--- src/rtl/pipe_track.sv ---
// Parametrised pipeline-tracking chain: valid/wr/dest/payload per stage with stall,
// bubble, range flush and RAW lookup. Optional perf counters under PIPE_PERF_CNT_EN.
module pipe_track #(
    parameter int unsigned DEPTH     = 4,
    parameter int unsigned WIDTH     = 16,
    parameter int unsigned REGW      = 3,
    parameter int unsigned BUBBLE_AT = 1,
    parameter int unsigned HAZ_LO    = 0
) (
    input  logic                       clk,
    input  logic                       rst_n,
    input  logic                       stall,
    input  logic                       bubble,
    input  logic                       flush,
    input  logic [$clog2(DEPTH)-1:0]   flush_upto,
    input  logic                       in_valid,
    output logic                       in_ready,
    input  logic                       in_wr,
    input  logic [REGW-1:0]            in_dest,
    input  logic [WIDTH-1:0]           in_payload,
    input  logic [REGW-1:0]            src_a,
    input  logic [REGW-1:0]            src_b,
    input  logic                       src_a_en,
    input  logic                       src_b_en,
    output logic                       hazard_a,
    output logic                       hazard_b,
    output logic [$clog2(DEPTH)-1:0]   hazard_a_stage,
    output logic [$clog2(DEPTH)-1:0]   hazard_b_stage,
    output logic [DEPTH-1:0]           stage_valid,
    output logic                       out_valid,
    output logic                       out_wr,
    output logic [REGW-1:0]            out_dest,
    output logic [WIDTH-1:0]           out_payload,
    output logic [15:0]                bubble_cnt,
    output logic [15:0]                flush_cnt
);

    localparam int unsigned SW = $clog2(DEPTH);

    typedef struct packed {
        logic             valid;
        logic             wr;
        logic [REGW-1:0]  dest;
        logic [WIDTH-1:0] payload;
    } stage_t;

    stage_t stg  [DEPTH];
    stage_t prev [DEPTH];
    stage_t nxt  [DEPTH];

    assign in_ready = ~stall & ~bubble;

    // Value each stage would take on a normal advance.
    always_comb begin
        prev[0] = '{valid: in_valid, wr: in_wr, dest: in_dest, payload: in_payload};
        for (int k = 1; k < int'(DEPTH); k++) begin
            prev[k] = stg[k-1];
        end
    end

    // Next state: stall, then bubble, then advance; flush overrides valid/wr on top.
    always_comb begin
        for (int k = 0; k < int'(DEPTH); k++) begin
            nxt[k] = stg[k];
            if (!stall) begin
                if (bubble) begin
                    if (k == int'(BUBBLE_AT)) begin
                        nxt[k].valid = 1'b0;
                        nxt[k].wr    = 1'b0;
                    end else if (k > int'(BUBBLE_AT)) begin
                        nxt[k] = prev[k];
                    end
                end else begin
                    nxt[k] = prev[k];
                end
            end
            if (flush && (int'(flush_upto) >= k)) begin
                nxt[k].valid = 1'b0;
                nxt[k].wr    = 1'b0;
            end
        end
    end

    always_ff @(posedge clk) begin
        for (int k = 0; k < int'(DEPTH); k++) begin
            if (!rst_n) begin
                stg[k] <= '0;
            end else begin
                stg[k] <= nxt[k];
            end
        end
    end

    // RAW lookup: scan oldest to youngest so the youngest match wins.
    always_comb begin
        hazard_a       = 1'b0;
        hazard_b       = 1'b0;
        hazard_a_stage = '0;
        hazard_b_stage = '0;
        for (int k = int'(DEPTH) - 1; k >= int'(HAZ_LO); k--) begin
            if (src_a_en && stg[k].valid && stg[k].wr && (stg[k].dest == src_a)) begin
                hazard_a       = 1'b1;
                hazard_a_stage = SW'(k);
            end
            if (src_b_en && stg[k].valid && stg[k].wr && (stg[k].dest == src_b)) begin
                hazard_b       = 1'b1;
                hazard_b_stage = SW'(k);
            end
        end
    end

    always_comb begin
        stage_valid = '0;
        for (int k = 0; k < int'(DEPTH); k++) begin
            stage_valid[k] = stg[k].valid;
        end
    end

    assign out_valid   = stg[DEPTH-1].valid;
    assign out_wr      = stg[DEPTH-1].valid & stg[DEPTH-1].wr;
    assign out_dest    = stg[DEPTH-1].dest;
    assign out_payload = stg[DEPTH-1].payload;

`ifdef PIPE_PERF_CNT_EN
    // Saturating event counters.
    always_ff @(posedge clk) begin
        if (!rst_n) begin
            bubble_cnt <= 16'd0;
            flush_cnt  <= 16'd0;
        end else begin
            if (bubble && !stall && (bubble_cnt != 16'hFFFF)) begin
                bubble_cnt <= bubble_cnt + 16'd1;
            end
            if (flush && (flush_cnt != 16'hFFFF)) begin
                flush_cnt <= flush_cnt + 16'd1;
            end
        end
    end
`else
    assign bubble_cnt = 16'd0;
    assign flush_cnt  = 16'd0;
`endif

endmodule

--- config.mk ---
export PLATFORM = sky130hd
export DESIGN_NAME = pipe_track
export DESIGN_NICKNAME = d
export VERILOG_FILES = /design/src/rtl/pipe_track.sv
export SDC_FILE = /design/constraint.sdc
export NUM_CORES = 1
export LEC_CHECK = 0
export ABC_AREA = 1
export CORE_MARGIN = 2
export CORE_UTILIZATION = 50
export CTS_BUF_LIST = sky130_fd_sc_hd__clkbuf_4
export CTS_CLUSTER_SIZE = 28
export DETAILED_ROUTE_END_ITERATION = 16
export PLACE_DENSITY = 0.88
export RECOVER_POWER = 50
export SLEW_MARGIN = 0
export SYNTH_ARGS = -nofsm -noshare
export SYNTH_HDL_FRONTEND = slang
export SYNTH_SLANG_ARGS = --single-unit
--- constraint.sdc ---
create_clock -name clk -period 1.2 [get_ports clk]
set_input_delay 0.18 -clock clk [delete_from_list [all_inputs] [get_ports clk]]
set_output_delay 0.18 -clock clk [all_outputs]
set_load 0.01 [all_outputs]
-- Word level (Yosys, flattened, before mapping)
Memory sizes are Yosys's and may differ from the RTL's.
Cells that the tools add are included.
W data, S select, Z words.
- add/sub/neg operators: 0
- bitwise operators: 8
- shift operators: 0
- mux-type cells: 33
- equal/unequal tests: 8
- reduce and logical (&&, ||, !) cells: 27
- $lt $le $gt $ge: 3
- divide/modulo/power cells: 0
- multiply operators: 0
- operators by type and width (cell ; count):
    $mux W21 ; 9
    $logic_and A1 B1 Y1 ; 27
    $mux W2 ; 13
    $eq A3 B3 Y1 ; 8
    $mux W19 ; 1
    $mux W1 ; 10
    $ge A2 B2 Y1 const B ; 2
    $or A1 B1 Y1 ; 4
    $and A1 B1 Y1 ; 2
    $ge A2 B1 Y1 const B ; 1
    $not A1 Y1 ; 2
- memories: 1
- ROM bits: 0
- bits in latches: 0
- register bits after elaboration: 0
- memory bits (writable): 84
- logic and storage cells: 80
- bits of input ports: 36
- output and inout port bits: 64
- memory list (memory ; depth ; width ; rd ports ; clocked after memory_dff ; write ports ; RTL line ; text):
    stg ; 4 ; 21 ; 4 ; 0 ; 4 ; 47 ; stage_t stg [DEPTH];

-- Longest topological paths before layout
An unclocked memory read counts as a cell.
- depth after elaboration: 8
- gate-level depth with buffers: 9
- depth with buffers taken out: 8

-- Worst setup path after synthesis
OpenSTA, ideal clock, no wires.
- path type: register to output
- from: mem stg[1][41] (netlist bit)
- to: out hazard_b_stage[0]
- cell stages (with the launch flop): 7
- buffers on the path: 0
- data required time: 1.020 ns
- path slack: 0.015 ns
- arrival: 1.005 ns
- cell sequence: dfxtp_1 nand2_1 nor2_1 nand3_1 nor2_1 nand2_1 a21oi_1
- RTL lines (item ; RTL line ; text):
    start, declared ; 47 ;
    end, declared ; 28 ; output logic [$clog2(DEPTH)-1:0] hazard_b_stage,

==> flow_summary.toml <==
[grt]
grt_max_degree = 49
antenna_found_initial = 1
grt-ovfl-total = 0
grt_pass1_wl_um = 14000
grt_usage_pct = 20.6
grt_pass1_vias = 3159

[timing]
hold_viol = 0
max_freq_mhz = 561
setup_violations = 15
maxSlewHeadroom_pct = 64.1
period_share_pct = 149
fin_crit_ps = 1780
tightest_slew_ps = 538
grt_setup_unrepaired = "yes"
holdWs_ps = 153
fin_skew_ps = 20.6
drv_slew = 0
fin_setup_tns_ps = -3680
final.setup.worst_slack_ps = -582

[finish]
finalCoreUtilization_pct = 62.9
top_regs = "stg (84)"
mostFrequentLayoutCell = "nor2_1"
final_layout_size_suffix_gt1_share_pct = 23.9
layout.cells.non_filler = 686
largest_register_ffs = 84
largest_register = "stg"
nets = 617
layout_common_cells = "nor2_1 (142), o21ai_0 (74), dfxtp_1 (52)"
syn2layout_area_growth_pct = 19.9

[critical_path]
criticalPathCategory = "flop to output pin"
critical_path_required_ps = 1020
reg2regPathDepth = 3
rr_endpoint = "stg[0][18]$_SDFFE_PN0P_"
cp_max_fo = 3
r2r_slack_ps = 380
arrival_ps = 1600
r2r_start = "stg[0][18]$_SDFFE_PN0P_"
startpoint_type = "flop"
endpoint_kind = "output pin"

[min_path]
worstHoldEndpoint = "stg[0][8]$_SDFFE_PN0P_"
hold_class = "input pin to flop"
min_path_cells = 4
min_from = "rst_n"

[yosys]
ys_seq_elements = 84
syn-instance-count = 524
yosys_warnings = 0
synth-main-ff-cell = "dfxtp_1"
synth_area_per_cell_um2 = 7.33
async_flop_share_pct = 0
syn_area_um2 = 3840
ys_seq_area_share_pct = 43.8
ys_types = 22
synth_edf_count = 0

[power_and_ir_drop]
p_per_area_nw_per_um2 = 1220
p_leak_nw = 2.15
ir_worst_vdd_mv = 0.764

[floorplanning]
fp.dieW_um = 91.7
dieArea_um2 = 8400
ios = 100
start_util_pct = 52.4
core.rowCount = 31
core_area_um2 = 7330
die_h_um = 91.7

[route]
post_drt_wl_per_cell_um = 12.3
drt-total-wl_um = 8470
ant_nets = 0
drc_errors = 0
vias = 3304
drtPass1Iterations = 6
vias_per_cell = 4.82
drt_first_iter_violations = 220

[clock_network]
cts_inserted_buffers = 9
cts_max_level = 3
clk_pin_slew_ps = 150
cts_hold_repair.buffers = 0
cts_sinks = 84
clock_latency_ps = 440
cts_root_buffer = "clkbuf_4"
cts_tree = "yes"
clock_path_buffers = 2

[placed_design]
io_buffers = 67
hpwlAfterDp_um = 5770
routabilityCongestion = 0.854
dp_slack_ps = -925
dp.cells = 666

[outcome]
status = "finished, violations left"
violations = "negative setup slack"

[run]
cap_violations = 0
[report_power, final]
group	internal, mW	leakage (nW)	switching, mW
Sequential	2.96	0.705	0.103
Combinational	0.340	1.36	0.437
Clock	0.697	0.0869	1.11
Total	3.99	2.15	1.65
[cell type report]
type,count,area [um2]
Antenna cell,1,2.50
Clock buffer,9,67.6
Clock inverter,7,90.1
Fill cell,597,2720
Inverter,26,103
Multi-Input combinational cell,363,1670
Sequential cell,84,1730
Tap cell,99,124
Timing Repair Buffer,97,822
[stage by stage]
step / instance area [um2] / power (mW)
2_1_floorplan: 3960 / 3.67
3_3_place_gp: 4430 / 3.87
3_5_place_dp: 4430 / 3.90
4_1_cts: 4580 / 5.65
5_1_grt: 4610 / 5.90
6_report: 4610 / 5.64
[routing by layer]
metal,up-vias,wire length [um],track usage (%)
met5,-,0,0
met4,0,228,9.97
met3,20,474,4.68
met2,127,4150,35.7
met1,1476,3620,23.9
li1,1681,-,-
[worst max-delay path by stage]
stage               cells past startpoint                    start                 to  slack, ps
detailed placement                     10                 src_b[0]  hazard_b_stage[1]       -930
finish                                  7  stg[1][41]$_SDFFE_PP0N_  hazard_b_stage[1]       -580
CTS                                     7  stg[1][41]$_SDFFE_PP0N_  hazard_a_stage[0]       -580
global route                            7  stg[1][40]$_SDFFE_PP0N_  hazard_b_stage[1]       -660
global placement                       10                 src_b[0]  hazard_b_stage[1]       -830
floorplan                               6  stg[1][41]$_SDFFE_PP0N_  hazard_b_stage[0]         10
[cell families after synthesis]
| family | Yosys count | synth area share [%] |
|---|---|---|
| buf+inv | 108 | 17.0 |
| flops | 84 | 43.8 |
| simple gates | 215 | 21.8 |
| compound gates | 102 | 14.2 |
| xor+xnor | 14 | 3.19 |
| other cells | 1 | 0.0976 |
[cells in the mapped netlist, types with 2 or more instances]
master,number,area (um2)
buf_2,13,65.1
clkbuf_1,7,26.3
o21ai_1,2,10.0
a21oi_1,19,95.1
inv_2,4,15.0
buf_4,59,443
clkbuf_2,2,10.0
nand3_1,10,50.1
xor2_1,8,70.1
inv_1,22,82.6
a21oi_2,2,17.5
nor2_1,146,548
xnor2_1,6,52.6
dfxtp_1,84,1680
nand2_1,58,218
o21ai_0,74,370
o21ai_2,3,26.3
[timing repair]
| action | in CTS | in global routing |
|---|---|---|
| gates resized for setup | 180 | 32 |
| endpoints found under the setup margin | 32 | 14 |
| setup buffers | 4 | 2 |
| pin swaps | 7 | 17 |
[worst max-delay path, cell delays in order (launching register included)]
cell,delay [ps]
dfxtp_2,380
nand2_4,70
nor2_2,120
nand3_2,110
o21ai_1,140
inv_1,70
nor2_1,120
buf_2,150
Note: power is estimated with default switching activity, not from simulation.
